**config.mk**
```make
export PLATFORM = sky130hd
export DESIGN_NAME = wave_render
export DESIGN_NICKNAME = d
export VERILOG_FILES = /design/src/rtl/wave_render.sv
export SDC_FILE = /design/constraint.sdc
export NUM_CORES = 1
export LEC_CHECK = 0
export ABC_CLOCK_PERIOD_IN_PS = 8200
export CAP_MARGIN = 20
export CORE_ASPECT_RATIO = 0.7
export CORE_MARGIN = 4
export CORE_UTILIZATION = 57
export DETAILED_ROUTE_END_ITERATION = 10
export GPL_ROUTABILITY_DRIVEN = 0
export PLACE_DENSITY = 0.85
export SYNTH_ARGS = -nofsm -noshare
export SYNTH_HDL_FRONTEND = slang
export SYNTH_SLANG_ARGS = --single-unit
```
**constraint.sdc**
```tcl
create_clock -name clk_dp -period 8.2 [get_ports clk_dp]
set_input_delay 2.05 -clock clk_dp [delete_from_list [all_inputs] [get_ports clk_dp]]
set_output_delay 2.05 -clock clk_dp [all_outputs]
set_load 0.05 [all_outputs]
```
**src/rtl/wave_render.sv**
```systemverilog
// -----------------------------------------------------------------------------
// wave_render
//   Turns the waveform sample read back from the 512x8 capture RAM into RGB565
//   pixels for the VGA output. The trace is drawn as connected vertical
//   segments between adjacent columns. A dotted graticule, a dashed trigger
//   level marker and a one-pixel window frame are drawn underneath it. The
//   de/hsync/vsync inputs are delayed so that they stay aligned with pix_rgb.
//
//   Ports
//     clk_dp       pixel clock, all logic on the rising edge
//     rst_dp       asynchronous active-high reset
//     xpos_dp      current pixel column (also the RAM read address source)
//     ypos_dp      current pixel row
//     de_in        active-video qualifier for xpos_dp/ypos_dp
//     hs_in/vs_in  sync inputs aligned with xpos_dp
//     ad_vga_data  RAM sample for column xpos_dp, valid RAM_LAT cycles later
//     pix_rgb      RGB565 pixel, RAM_LAT+1 cycles after xpos_dp/ypos_dp
//     de_out       de_in delayed to match pix_rgb
//     hs_out/vs_out  sync outputs delayed to match pix_rgb
// -----------------------------------------------------------------------------
module wave_render #(
    parameter int          RAM_LAT  = 2,
    parameter logic [11:0] X_START  = 12'd44,
    parameter logic [11:0] WIN_W    = 12'd512,
    parameter logic [11:0] Y_START  = 12'd72,
    parameter logic [11:0] WIN_H    = 12'd256,
    parameter logic [11:0] GRID_X   = 12'd64,
    parameter logic [11:0] GRID_Y   = 12'd32,
    parameter logic [7:0]  TRIG_LVL = 8'd128,
    parameter logic [15:0] C_TRACE  = 16'hFFE0,
    parameter logic [15:0] C_TRIG   = 16'hF800,
    parameter logic [15:0] C_GRID   = 16'h4208,
    parameter logic [15:0] C_FRAME  = 16'hFFFF,
    parameter logic [15:0] C_BG     = 16'h0000
) (
    input  logic        clk_dp,
    input  logic        rst_dp,
    input  logic [11:0] xpos_dp,
    input  logic [11:0] ypos_dp,
    input  logic        de_in,
    input  logic        hs_in,
    input  logic        vs_in,
    input  logic [7:0]  ad_vga_data,
    output logic [15:0] pix_rgb,
    output logic        de_out,
    output logic        hs_out,
    output logic        vs_out
);

    localparam logic [11:0] X_END    = X_START + WIN_W;
    localparam logic [11:0] Y_END    = Y_START + WIN_H;
    localparam logic [11:0] FX_L     = X_START - 12'd1;
    localparam logic [11:0] FY_T     = Y_START - 12'd1;
    localparam logic [11:0] GX_MASK  = GRID_X - 12'd1;
    localparam logic [11:0] GY_MASK  = GRID_Y - 12'd1;
    localparam logic [11:0] TRIG_ROW = Y_START + {4'd0, 8'hFF - TRIG_LVL};

    logic [11:0] r_x_p  [RAM_LAT];
    logic [11:0] r_y_p  [RAM_LAT];
    logic        r_de_p [RAM_LAT];
    logic        r_hs_p [RAM_LAT];
    logic        r_vs_p [RAM_LAT];
    logic [11:0] r_prev_row;

    logic [11:0] w_x;
    logic [11:0] w_y;
    logic        w_de;
    logic        w_x_in;
    logic        w_in_win;
    logic [11:0] w_cur_row;
    logic [11:0] w_lo;
    logic [11:0] w_hi;
    logic [11:0] w_gx;
    logic [11:0] w_gy;
    logic        w_trace;
    logic        w_trig;
    logic        w_grid;
    logic        w_frame;
    logic [15:0] w_color;

    // Stages p0..p(RAM_LAT-1): carry position and syncs until the sample arrives
    always_ff @(posedge clk_dp or posedge rst_dp) begin
        if (rst_dp) begin
            for (int i = 0; i < RAM_LAT; i++) begin
                r_x_p[i]  <= '0;
                r_y_p[i]  <= '0;
                r_de_p[i] <= 1'b0;
                r_hs_p[i] <= 1'b0;
                r_vs_p[i] <= 1'b0;
            end
        end else begin
            r_x_p[0]  <= xpos_dp;
            r_y_p[0]  <= ypos_dp;
            r_de_p[0] <= de_in;
            r_hs_p[0] <= hs_in;
            r_vs_p[0] <= vs_in;
            for (int i = 1; i < RAM_LAT; i++) begin
                r_x_p[i]  <= r_x_p[i-1];
                r_y_p[i]  <= r_y_p[i-1];
                r_de_p[i] <= r_de_p[i-1];
                r_hs_p[i] <= r_hs_p[i-1];
                r_vs_p[i] <= r_vs_p[i-1];
            end
        end
    end

    assign w_x  = r_x_p[RAM_LAT-1];
    assign w_y  = r_y_p[RAM_LAT-1];
    assign w_de = r_de_p[RAM_LAT-1];

    assign w_x_in   = (w_x >= X_START) && (w_x < X_END);
    assign w_in_win = w_x_in && (w_y >= Y_START) && (w_y < Y_END);

    // Full-scale sample sits on the top window row, zero on the bottom row
    assign w_cur_row = Y_START + {4'd0, 8'hFF - ad_vga_data};

    // The first column has no left neighbour, so it draws a single dot
    always_comb begin
        w_lo = w_cur_row;
        w_hi = w_cur_row;
        if (w_x != X_START) begin
            w_lo = (r_prev_row < w_cur_row) ? r_prev_row : w_cur_row;
            w_hi = (r_prev_row < w_cur_row) ? w_cur_row  : r_prev_row;
        end
    end

    assign w_gx = w_x - X_START;
    assign w_gy = w_y - Y_START;

    assign w_trace = w_in_win && (w_y >= w_lo) && (w_y <= w_hi);
    assign w_trig  = w_in_win && (w_y == TRIG_ROW) && !w_x[2];
    // Vertical lines are dotted along y, horizontal lines dotted along x
    assign w_grid  = w_in_win &&
                     ((((w_gx & GX_MASK) == 12'd0) && (w_y[1:0] == 2'b00)) ||
                      (((w_gy & GY_MASK) == 12'd0) && (w_x[1:0] == 2'b00)));
    assign w_frame = (((w_x == FX_L) || (w_x == X_END)) && (w_y >= FY_T) && (w_y <= Y_END)) ||
                     (((w_y == FY_T) || (w_y == Y_END)) && (w_x >= FX_L) && (w_x <= X_END));

    always_comb begin
        w_color = C_BG;
        if (w_trace) begin
            w_color = C_TRACE;
        end else if (w_trig) begin
            w_color = C_TRIG;
        end else if (w_grid) begin
            w_color = C_GRID;
        end else if (w_frame) begin
            w_color = C_FRAME;
        end
        if (!w_de) begin
            w_color = '0;
        end
    end

    // Output stage: pixel, syncs and previous trace row
    always_ff @(posedge clk_dp or posedge rst_dp) begin
        if (rst_dp) begin
            pix_rgb    <= '0;
            de_out     <= 1'b0;
            hs_out     <= 1'b0;
            vs_out     <= 1'b0;
            r_prev_row <= '0;
        end else begin
            pix_rgb <= w_color;
            de_out  <= w_de;
            hs_out  <= r_hs_p[RAM_LAT-1];
            vs_out  <= r_vs_p[RAM_LAT-1];
            if (w_x_in) begin
                r_prev_row <= w_cur_row;
            end
        end
    end

endmodule
```
-- Word-level counts from Yosys, hierarchy flattened
Cells that the tools add are included.
- logic and storage cells: 68
- bits in registers: 85
- bits of input ports: 37
- output and inout port bits: 19
- $lt $le $gt $ge: 11
- multiplexer cells: 9
- $add $sub $neg: 4
- equal/unequal tests: 6
- reductions and logical operators: 23
- operator list (kind ; count):
    16-bit 2-to-1 mux ; 5
    12-bit 2-to-1 mux ; 4
    12-bit by 6-bit greater-or-equal comparator with 1-bit output, second input constant ; 2
    12-bit by 7-bit greater-or-equal comparator with 1-bit output, second input constant ; 2
    12-bit zero test ; 2
    1-bit logical AND ; 14
    12-bit by 10-bit equality test with 1-bit output, second input constant ; 1
    12-bit by 6-bit equality test with 1-bit output, second input constant ; 1
    12-bit by 7-bit equality test with 1-bit output, second input constant ; 1
    12-bit by 8-bit equality test with 1-bit output, second input constant ; 1
    12-bit by 9-bit equality test with 1-bit output, second input constant ; 1
    12-bit greater-or-equal comparator ; 1
    12-bit by 10-bit less-or-equal comparator with 1-bit output, second input constant ; 1
    12-bit less-or-equal comparator ; 1
    12-bit by 9-bit less-or-equal comparator with 1-bit output, second input constant ; 1
    12-bit by 10-bit < comparator with 1-bit output, second input constant ; 1
    12-bit by 9-bit < comparator with 1-bit output ; 1
    12-bit by 9-bit < comparator with 1-bit output, second input constant ; 1
    12-bit by 6-bit inequality test with 1-bit output, second input constant ; 1
    7-bit by 8-bit adder with 9-bit output, first input constant ; 1
    8-bit subtractor, first input constant ; 1
    6-bit subtractor, second input constant ; 1
    5-bit by 4-bit subtractor with 5-bit output, second input constant ; 1
    2-bit zero test ; 2
    other kinds (2) ; 5

-- Longest topological paths before layout
- word-level depth: 10
- gate-level depth with buffers: 19
- mapped depth without buffers: 18

-- Least setup slack after synthesis
No wires, ideal clock.
- kind: input port to flip-flop
- start: input port ad_vga_data[4]
- end: register pix_rgb[3]
- library setup time: 120 ps
- path buffers: 0
- stages: 15
- arrival time: 5846 ps
- path slack: 2234 ps
- cell sequence: or3_1 a21oi_1 inv_1 ha_1 nor4_1 a31oi_1 a21oi_1 mux2i_1 ha_1 a21oi_1 nand3_1 a2111oi_0 a21oi_1 a311oi_4 and3b_1
- cells in the longest elaborated chain, start to end: 10
- elaborated cells between the ends (all ways): 13
- classes of those cells: add/sub (2); order compare (3); mux (6); reduce/logical (2)
- RTL lines (item ; line ; RTL):
    start, declared ; 43 ; input logic [7:0] ad_vga_data,
    8-bit subtractor (*) ; 115 ; assign w_cur_row = Y_START + {4'd0, 8'hFF - ad_vga_data};
    7-bit by 8-bit adder with 9-bit output (*) ; 115 ;
    via w_cur_row[8] ; 70 ; logic [11:0] w_cur_row;
    12-bit by 9-bit < comparator with 1-bit output ; 122, 123 ;
    12-bit 2-to-1 mux ; 122 ; w_lo = (r_prev_row < w_cur_row) ? r_prev_row : w_cur_row;
    12-bit 2-to-1 mux ; 121 ; if (w_x != X_START) begin
    12-bit greater-or-equal comparator ; 130 ; assign w_trace = w_in_win && (w_y >= w_lo) && (w_y <= w_hi);
    1-bit logical AND ; 130 ;
    1-bit logical AND (*) ; 130 ;
    16-bit 2-to-1 mux (*) ; 141 ; if (w_trace) begin
    16-bit 2-to-1 mux (*) ; 150 ; if (!w_de) begin
    via w_color[3] ; 79 ; logic [15:0] w_color;
    end signal, assigned ; 164 ; pix_rgb <= w_color;
    end, declared ; 44 ; output logic [15:0] pix_rgb,
The timed path passes the listed nets; every way through them passes the cells marked *.
A chain may end at the register's enable or synchronous reset.

-- Final worst setup path
- start: input port ad_vga_data[5]
- end: register pix_rgb[4]
- cells in the longest elaborated chain, start to end: 10
- elaborated cells between the ends (all ways): 13
- classes of those cells: add/sub (2); order compare (3); mux (6); reduce/logical (2)
- RTL lines (item ; line):
    8-bit subtractor (*) ; 115
    7-bit by 8-bit adder with 9-bit output (*) ; 115
    via w_cur_row[8] ; 70
    12-bit by 9-bit < comparator with 1-bit output ; 122, 123
    12-bit 2-to-1 mux ; 122
    12-bit 2-to-1 mux ; 121
    12-bit greater-or-equal comparator ; 130
    1-bit logical AND ; 130
    1-bit logical AND (*) ; 130
    16-bit 2-to-1 mux (*) ; 141
    16-bit 2-to-1 mux (*) ; 150
Marked as above.

==> results.py <==
metrics = {
    "floorplanning": {
        "ioPinCount": 56,
        "chipHeight_um": 71.4,
        "initial_core_util": 0.607,
        "fp.dieW_um": 98.6,
        "coreArea_um2": 5400,
        "rows": 22,
        "die-area_um2": 7050,
    },
    "hold_path": {
        "min_from": "r_y_p[17]$_DFF_PP0_",
        "hold_path.class": "flop to flop",
    },
    "critical_path": {
        "critPathRequiredTime_ns": 8.44,
        "critPathCaptureType": "flop",
        "ff2ff_path_depth": 14,
        "worstReg2RegEnd": "pix_rgb[4]$_DFF_PP0_",
        "worst_path_most_repeated_cell": "a21oi_1",
        "crit_start": "ad_vga_data[5]",
        "r2r_start": "r_prev_row[5]$_DFFE_PP0P_",
        "critPathSlowestCell": "a21oi_1",
        "critPathArrivalTime_ns": 6.85,
        "cp_max_fo": 8,
        "crit_path_cell_trace": "clkdlybuf4s50_1, or3_1, a21oi_1, inv_1, ha_1, nor4_1, a31oi_1, a21oi_1, mux2i_1, ha_1, a21oi_1, nand3_1, a2111oi_0, a21oi_1, a311oi_4, and3b_1",
        "r2r_setup_slack_ns": 4.05,
        "path_class": "input pin to flop",
        "crit_path_start_kind": "input pin",
        "slowest_delay_ns": 0.82,
        "crit_path_end": "pix_rgb[4]$_DFF_PP0_",
    },
    "drt": {
        "final_antenna_net_count": 0,
        "met3RoutedLength_um": 487,
        "drc": 0,
        "vias": 2225,
        "avgViaCountPerCell": 5.56,
        "wl_met1_um": 2770,
        "top_layer_used": "met4",
        "drt_wl_total_um": 6110,
        "wl_per_cell_um": 15.3,
        "first_pass_iters": 4,
        "wl_met2_um": 2780,
        "first_iter_violations": 227,
    },
    "cts": {
        "clock_sinks": 72,
        "cts_resized": 0,
        "clock_latency_ns": 0.35,
        "cts-htree-levels": 3,
        "cts_root_buf": "clkbuf_8",
        "cts_made_buffers": 9,
        "cts_tree": "yes",
        "postCtsSetupBuffers": 0,
        "cts_hold_buf": 0,
        "clk_path_buf_depth": 2,
        "clk_pin_slew_ns": 0.08,
    },
    "synth": {
        "ys_warn_count": 0,
        "synthCells": 267,
        "syn_nets": 333,
        "syn_area_um2": 3280,
        "synth-seq-cells": 72,
        "syn-mean-instance-area_um2": 12.3,
        "async_reset_ff_frac": 1.00,
        "synthFlopType": "dfrtp_1",
        "yosysSeqAreaShare": 0.550,
        "synth_cell_types": 49,
        "synth-edff-count": 0,
    },
    "timing": {
        "fin_crit_ns": 6.61,
        "timing.slew.headroom": 0.322,
        "final_hold_viol_count": 0,
        "worst_slew_pin_slew_ns": 1.02,
        "setup_viol": 0,
        "worst_slack_ns": 1.59,
        "drv_slew": 0,
        "final.setup.tns_ns": 0,
        "whs_ns": 0.348,
        "final.period_utilization": 0.806,
        "rsz0062_at_grt": "no",
        "timing.fmax_mhz": 151,
        "skew_ns": 0.00988,
    },
    "power": {
        "p_per_area_nw_per_um2": 212,
        "power.static_leakage_nw": 1.83,
        "vdd_drop_max_mv": 0.137,
    },
    "finish": {
        "final_cell_mix": "72 x dfrtp_1, 55 x clkdlybuf4s50_1, 29 x ha_1",
        "final_util": 0.750,
        "fin_cells": 400,
        "syn2layout_area_growth_pct": 23.4,
        "antenna_cells": 0,
        "final_layout_size_suffix_gt1_frac": 0.0854,
        "layout_commonest_cell": "dfrtp_1",
        "fin_nets": 389,
    },
    "outcome": {
        "status": "complete, no violations",
    },
    "global_route": {
        "grt_overflow": 0,
        "grt_pass1_wl_um": 10100,
        "grt_pass1_vias": 2095,
        "track_usage": 0.186,
        "grt_max_degree": 73,
        "antenna_found_initial": 0,
    },
    "placed_design": {
        "placedCellCount": 384,
        "dp_hpwl_um": 4590,
        "place_ws_ns": 1.26,
        "io_buffers": 55,
    },
    "job": {
        "max_cap_viol_count": 0,
    },
}
-- worst max-delay path: cells and delay by family --
kind | cells | cell delay, ns
compound gates | 7 | 2.32
mux | 1 | 0.30
simple gates | 4 | 1.02
buf+inv | 2 | 0.56
fa+ha+maj | 2 | 0.59
-- Yosys cell counts (all sizes together), types with 3 or more instances --
| cell type | number | area share |
|---|---|---|
| or3 | 6 | 0.013 |
| nor2 | 11 | 0.013 |
| buf | 10 | 0.023 |
| nor3 | 4 | 0.0061 |
| ha | 29 | 0.11 |
| a21o | 5 | 0.011 |
| mux2i | 18 | 0.055 |
| dfrtp | 72 | 0.55 |
| a21oi | 13 | 0.020 |
| nand3 | 7 | 0.011 |
| nand2 | 11 | 0.013 |
| nand4 | 3 | 0.0057 |
| o21ai | 14 | 0.021 |
| and3b | 4 | 0.011 |
| inv | 17 | 0.019 |
| a211oi | 3 | 0.0084 |
-- flip-flops by register name, indices dropped and copies added, names as in the netlist, 2 cells and up --
register	cells
r_hs_p	2
r_x_p	12
r_vs_p	2
r_y_p	12
r_prev_row	9
w_x	12
w_y	12
pix_rgb	6
-- report_power, final --
group          internal [mW]  switching, mW  total [mW]
Combinational         0.0940          0.100       0.194
Clock                  0.118          0.146       0.264
Sequential             0.378         0.0200       0.398
-- final cells by class --
type                    instances  area (um2)
clock buffers                   9         124
inverters                      17        63.8
flip-flops and latches         72        1800
fillers                       369        1350
clock inverters                 7        71.3
multi-input cells             166        1330
repair buffers                 57         566
well taps                      72        90.1
-- logic make-up after synthesis --
group                    synth area share
AO/OA/AOI/OAI                       0.114
XOR/XNOR                           0.0149
adder cells (fa/ha/maj)             0.111
buffers and inverters              0.0447
flip-flops                          0.550
multiplexers                       0.0619
AND/OR/NAND/NOR                     0.104
-- per-layer routing --
layer,GRT usage,vias up
met5,0,-
met4,0.0591,0
met3,0.0661,10
met2,0.290,96
met1,0.248,1052
li1,-,1067
-- worst min path at each step --
stage | to | slack, ns | depth (start not counted)
2_1_floorplan | hs_out$_DFF_PP0_ | 0.33 | 0
5_1_grt | w_y[2]$_DFF_PP0_ | 0.35 | 0
6_report | w_y[5]$_DFF_PP0_ | 0.35 | 0
3_3_place_gp | hs_out$_DFF_PP0_ | 0.33 | 0
4_1_cts | w_x[6]$_DFF_PP0_ | 0.35 | 0
3_5_place_dp | w_x[1]$_DFF_PP0_ | 0.33 | 0
-- per-stage QoR --
step / cell area (um2) / total power [mW]
after floorplan: 3280 / 0.536
after global placement: 3850 / 0.586
after detailed placement: 3850 / 0.594
after CTS: 4050 / 0.862
after global routing: 4050 / 0.907
final: 4050 / 0.856
(Power assumes the default switching activity.)
